File: config.mk
export PLATFORM = sky130hd
export DESIGN_NAME = sr_drive_ctrl_flat
export DESIGN_NICKNAME = d
export VERILOG_FILES = /design/src/rtl/sr_drive_ctrl_if.sv /design/src/rtl/sr_drive_ctrl.sv /design/src/flat_wrapper.sv
export SDC_FILE = /design/constraint.sdc
export NUM_CORES = 1
export LEC_CHECK = 0
export CAP_MARGIN = 20
export CELL_PAD_IN_SITES_DETAIL_PLACEMENT = 0
export CELL_PAD_IN_SITES_GLOBAL_PLACEMENT = 2
export CORE_MARGIN = 10
export CORE_UTILIZATION = 34
export CTS_BUF_LIST = sky130_fd_sc_hd__clkbuf_4 sky130_fd_sc_hd__clkbuf_8
export DETAILED_ROUTE_END_ITERATION = 16
export PLACE_DENSITY = 0.79
export SLEW_MARGIN = 0
export SYNTH_ARGS = -nofsm -noshare
export SYNTH_HDL_FRONTEND = slang
export SYNTH_SLANG_ARGS = --single-unit
File: constraint.sdc
create_clock -name clk -period 1.6 [get_ports clk]
set_input_delay 0.32 -clock clk [delete_from_list [all_inputs] [get_ports clk]]
set_output_delay 0.32 -clock clk [all_outputs]
set_load 0.02 [all_outputs]
File: src/rtl/sr_drive_ctrl_if.sv
// Button requests into sr_drive_ctrl and the active-low latch drive / status strobes out of it.
// The master drives the buttons. The slave (the controller) drives the latch inputs and the status.
interface sr_drive_ctrl_if;
  logic set_btn;
  logic rst_btn;
  logic S;
  logic R;
  logic busy;
  logic conflict;
  logic dropped;

  modport master (
    output set_btn,
    output rst_btn,
    input  S,
    input  R,
    input  busy,
    input  conflict,
    input  dropped
  );

  modport slave (
    input  set_btn,
    input  rst_btn,
    output S,
    output R,
    output busy,
    output conflict,
    output dropped
  );
endinterface

File: src/rtl/sr_drive_ctrl.sv
// Front-end for a NAND SR latch: synchronise and debounce two buttons, then turn each press into
// a fixed-width active-low S or R pulse. S and R are never low at the same time.
module sr_drive_ctrl #(
  parameter int DB_CNT    = 4,
  parameter int PULSE_LEN = 2
) (
  input  logic          clk,
  input  logic          rst_n,
  sr_drive_ctrl_if.slave bus
);

  localparam int DB_W = $clog2(DB_CNT + 1);
  localparam int PL_W = $clog2(PULSE_LEN + 1);
  localparam logic [DB_W-1:0] DB_LAST = DB_W'(DB_CNT - 1);
  localparam logic [PL_W-1:0] PL_LAST = PL_W'(PULSE_LEN - 1);

  typedef enum logic [1:0] {
    IDLE  = 2'd0,
    SET_P = 2'd1,
    RST_P = 2'd2,
    GUARD = 2'd3
  } state_t;

  // Channel 0 is the set button and channel 1 is the reset button.
  logic [1:0]      btn_s;
  logic [1:0]      sync1_r;
  logic [1:0]      sync2_r;
  logic [1:0]      db_r;
  logic [1:0]      db_prev_r;
  logic [DB_W-1:0] db_cnt_r [2];
  logic [1:0]      press_s;

  state_t          state_r;
  state_t          next_state_s;
  logic [PL_W-1:0] pcnt_r;
  logic [PL_W-1:0] pcnt_next_s;
  logic            conflict_next_s;
  logic            dropped_next_s;

  logic            s_r;
  logic            r_r;
  logic            busy_r;
  logic            conflict_r;
  logic            dropped_r;

  assign btn_s = {bus.rst_btn, bus.set_btn};

  // Synchronise both buttons. A level change is accepted only after DB_CNT stable samples.
  always_ff @(posedge clk) begin
    if (!rst_n) begin
      sync1_r   <= 2'b00;
      sync2_r   <= 2'b00;
      db_r      <= 2'b00;
      db_prev_r <= 2'b00;
      for (int ch = 0; ch < 2; ch++) begin
        db_cnt_r[ch] <= {DB_W{1'b0}};
      end
    end else begin
      sync1_r   <= btn_s;
      sync2_r   <= sync1_r;
      db_prev_r <= db_r;
      for (int ch = 0; ch < 2; ch++) begin
        if (sync2_r[ch] != db_r[ch]) begin
          if (db_cnt_r[ch] == DB_LAST) begin
            db_r[ch]     <= sync2_r[ch];
            db_cnt_r[ch] <= {DB_W{1'b0}};
          end else begin
            db_cnt_r[ch] <= db_cnt_r[ch] + DB_W'(1);
          end
        end else begin
          db_cnt_r[ch] <= {DB_W{1'b0}};
        end
      end
    end
  end

  // A press is the single cycle in which the debounced level rises.
  assign press_s = db_r & ~db_prev_r;

  // Next-state and strobe decode. Presses arriving outside IDLE are discarded, not queued.
  always_comb begin
    next_state_s    = state_r;
    pcnt_next_s     = pcnt_r;
    conflict_next_s = 1'b0;
    dropped_next_s  = 1'b0;
    case (state_r)
      IDLE: begin
        pcnt_next_s = {PL_W{1'b0}};
        if (press_s == 2'b11) begin
          conflict_next_s = 1'b1;
        end else if (press_s == 2'b01) begin
          next_state_s = SET_P;
        end else if (press_s == 2'b10) begin
          next_state_s = RST_P;
        end else begin
          next_state_s = IDLE;
        end
      end
      SET_P, RST_P: begin
        dropped_next_s = |press_s;
        if (pcnt_r == PL_LAST) begin
          next_state_s = GUARD;
          pcnt_next_s  = {PL_W{1'b0}};
        end else begin
          pcnt_next_s  = pcnt_r + PL_W'(1);
        end
      end
      GUARD: begin
        dropped_next_s = |press_s;
        next_state_s   = IDLE;
      end
      default: begin
        next_state_s = IDLE;
        pcnt_next_s  = {PL_W{1'b0}};
      end
    endcase
  end

  // State and outputs are registered together. S and R are each decoded from exactly one state.
  always_ff @(posedge clk) begin
    if (!rst_n) begin
      state_r    <= IDLE;
      pcnt_r     <= {PL_W{1'b0}};
      s_r        <= 1'b1;
      r_r        <= 1'b1;
      busy_r     <= 1'b0;
      conflict_r <= 1'b0;
      dropped_r  <= 1'b0;
    end else begin
      state_r    <= next_state_s;
      pcnt_r     <= pcnt_next_s;
      s_r        <= (next_state_s != SET_P);
      r_r        <= (next_state_s != RST_P);
      busy_r     <= (next_state_s != IDLE);
      conflict_r <= conflict_next_s;
      dropped_r  <= dropped_next_s;
    end
  end

  assign bus.S        = s_r;
  assign bus.R        = r_r;
  assign bus.busy     = busy_r;
  assign bus.conflict = conflict_r;
  assign bus.dropped  = dropped_r;

endmodule

File: src/flat_wrapper.sv
// flat-port wrapper written by rule: the top's interface ports become plain ports
module sr_drive_ctrl_flat 
#(
  parameter int DB_CNT    = 4,
  parameter int PULSE_LEN = 2
)
  (clk, rst_n, bus_set_btn, bus_rst_btn, bus_S, bus_R, bus_busy, bus_conflict, bus_dropped);
  sr_drive_ctrl_if bus_i ();
  input  logic clk;
  input  logic rst_n;
  input wire logic [$bits(bus_i.set_btn)-1:0] bus_set_btn;
  input wire logic [$bits(bus_i.rst_btn)-1:0] bus_rst_btn;
  output wire logic [$bits(bus_i.S)-1:0] bus_S;
  output wire logic [$bits(bus_i.R)-1:0] bus_R;
  output wire logic [$bits(bus_i.busy)-1:0] bus_busy;
  output wire logic [$bits(bus_i.conflict)-1:0] bus_conflict;
  output wire logic [$bits(bus_i.dropped)-1:0] bus_dropped;
  assign bus_i.set_btn = bus_set_btn;
  assign bus_i.rst_btn = bus_rst_btn;
  assign bus_S = bus_i.S;
  assign bus_R = bus_i.R;
  assign bus_busy = bus_i.busy;
  assign bus_conflict = bus_i.conflict;
  assign bus_dropped = bus_i.dropped;
  sr_drive_ctrl #(.DB_CNT(DB_CNT), .PULSE_LEN(PULSE_LEN)) u_core (.clk(clk), .rst_n(rst_n), .bus(bus_i));
endmodule
==> results.md <==
- Period Utilization, post-route: a little over nine tenths
- Die area: 5250 um^2
- Max FO, Critical Path: 1
- Fin nets: between 100 and 150
- Row count: 18
- Hold crit path type: flip-flop to flip-flop
- Commonest cells in the netlist: 17 x dfxtp_1, 9 x nor2_1, 7 x ha_1, 7 x inv_1, 6 x edfxtp_1
- Hold path startpoint: u_core.sync1_r[0]
- Crit path required time: ~1300 ps
- Area contributors post-synth: dfxtp_1 36%, edfxtp_1 19%, ha_1 9.4%
- TritonCTS clock tree: done
- Critical Path Slowest Stage Cell: clkdlybuf4s50_1
- # IOs: 9
- Compound-Gate Fraction of Synth Area: about a tenth
- Setup slack, reg-to-reg: ~110 ps
- Total grt overflow: 0
- Drt drc: 0
- Filler cells: about 260
- Cell count after synthesis: 83
- Post-synth top area share: 36.4%
- Total Wirelength: 1490 um
- Count leader, synth: dfxtp_1
- CTS clk-pin slew, worst paths: roughly 120 ps
- Clock latency on the worst-skew pair: 310 ps
- GRT Resource Usage Total: around 6%
- Critical path depth: 1
- Final min period: ~1500 ps
- Placed cell areas: between 1000 and 1500 um^2
- Warnings, synthesis: 0
- Run status: completed
- Async S/R FF share, synth: 0%
- Synth area leader: dfxtp_1
- Reg2reg start: u_core.state_r[0]
- Setup TNS: 0 ps
- # clock sinks: 23
- Detail Placement HPWL: between 1000 and 1500 um
- CP top delay family: buffers and inverters
- Crit path arrival time: ~1200 ps
- Final Max Slew Viols: 0
- Syn Std Cell Area: between 900 and 1000 um^2
- Detailed-route wire length per cell: between 10 and 15 um
- CORE AREA: approximately 2500 um^2
- DR pass1 iterations: 4
- Slowest stage delay, CP: about 590 ps
- # setup viols final: 0
- Mean Syn Cell Area: between 10 and 15 um^2
- Largest net degree at the start of global routing: 13
- Port Buf Inserts: 8
- Max Fclk: approximately 650 MHz
- Initial core utilization: between 30% and 40%
- CP Cell Sequence: clkdlybuf4s50_1
- Final Wtd Congestion: 0.757
- VDD IR max: approximately 0.51 mV
- ANT cells: 0
- First-pass GRT wire length: approximately 2500 um
- Total Power: between 0.9 and 1 mW
- WP buf/inv: 1
- CTS max path bufs: 2
- Crit end category: output port
- Multiplexer share of the synthesized area: under 10%
- Worst setup SP type: flip-flop
- Die height: roughly 72 um
- RSZ-0062 raised after global routing: false
- Post-Place Cells: 130
- Initial antenna violation count: 0
- Hold Crit Depth: 1
- P_leak: around 0.53 nW
- XOR/XNOR share of the synthesized area: 1.87%
- DR iter-0 viols: 2
- Vias in the first global route: between 600 and 700
- CTS H-Tree Depth: 1
- Chip Width: just over 70 um
- Count of hold-fix buffers inserted at cts: 0
- Final Skew: 7.40 ps
- Synth Flop Type: dfxtp_1
- Routed Antenna Nets: 0
- Share of cells above drive strength 1: between 10 and 15%
- Vias: around 600
- CTS Root Cell: clkbuf_4
- Synth Area in Simple Gates: 15.1%
- Total CTS buffers: 3
- Reg2reg path depth: 5
- Pwr dens: around 800 nW/um^2
- Final std cells w/o fill: approximately 130
- FF+latch count, synth: 23
- CP Launch Point: u_core.bus.conflict
- Area delta synth->final: 23.1%
- Number of flops mapped to enable cells by yosys: 6
- Vias per cell: 4.40
- Kind of critical path: flip-flop to output port
- Largest family of logic cells by synthesized area: simple AND/OR/NAND/NOR gates
- Post-route cell area: 1150 um^2
- Final Hold Viols: 0
- Register area share after synthesis: ~56%
- Post-synthesis cell type count: 30
- Max_cap viols: 0
- Synthesized-area fraction occupied by adder cells: 9.36%
-- report_power, final --
group	leakage (nW)	switching, mW	internal, mW
Combinational	0.308	0.0224	0.0233
Clock	0.0184	0.168	0.114
Sequential	0.200	0.00488	0.609
-- registers in the layout, indices dropped and copies added (netlist names) --
name                 count
u_core.bus.busy          1
u_core.sync1_r           2
u_core.bus.dropped       1
u_core.sync2_r           2
u_core.bus.R             1
u_core.bus.S             1
u_core.db_prev_r         2
u_core.db_r              2
u_core.bus.conflict      1
u_core.state_r           2
u_core.db_cnt_r          6
u_core.pcnt_r            2
-- cell families (layout without fill, tap and decap cells) --
kind of cell | count (synthesis) | after routing
DFF | 23 | 23
AOI/OAI and AO/OA | 13 | 13
xor gates and xnor gates | 2 | 2
and+or+nand+nor | 25 | 25
muxes | 3 | 3
adders and majority gates | 7 | 7
other | 1 | 6
buffers and inverters | 9 | 25
-- worst register-to-register path, cell delays in order, from the launching register on --
cell	delay, ps
dfxtp_1	330
inv_1	90
ha_1	260
inv_1	60
a211o_1	280
a2111o_1	360
-- path summary, 6_finish.rpt --
| kind | to |
|---|---|
| worst min-delay path | u_core.sync2_r[0] |
| worst max-delay path | bus_conflict |
| worst max register to register | u_core.bus.S |
| worst min register to register | u_core.sync2_r[0] |
-- cells in the final DEF, fill, tap and decap left out, types with 2 or more instances in the layout --
master and n:
a21oi_1 2, and2_1 5, buf_4 5, clkbuf_4 4, clkdlybuf4s50_1 4, conb_1 6
dfxtp_1 17, dlymetal6s2s_1 4, edfxtp_1 6, ha_1 7, inv_1 7, mux2i_1 3
nor2_1 9, nor2b_1 2, o211a_1 2, xnor2_1 2
-- through the flow --
stage,hold WS [ps],setup WS [ps],utilization (%)
6_report,446,52.0,45.3
5_1_grt,476,2.28,45.3
4_1_cts,449,11.4,44.6
3_5_place_dp,419,66.6,43.4
3_3_place_gp,417,77.9,43.4
2_1_floorplan,412,80.3,-
-- metal layers --
layer,routed length [um],part of all wire [%],vias up,GRT usage (%)
li1,-,-,318,-
met1,678,45,262,6.12
met2,725,49,5,10.4
met3,50,3.3,4,1.90
met4,38,2.5,0,5.06
met5,0,0,-,0
-- repair_timing --
item,CTS,global route
setup endpoints to repair,0,6
resized for setup,0,6
setup buffers,0,0
endpoints found under the hold margin,0,0
-- layout make-up --
| cell class | count | area [um^2] | share of cell area [%] |
|---|---|---|---|
| well taps | 30 | 37.5 | 3.26 |
| inverters | 8 | 30.0 | 2.61 |
| clock buffers | 4 | 30.0 | 2.61 |
| repair buffers | 13 | 128 | 11.1 |
| multi-input cells | 56 | 407 | 35.3 |
| flip-flops and latches | 23 | 520 | 45.2 |
Note: power is estimated with default switching activity, not from simulation.
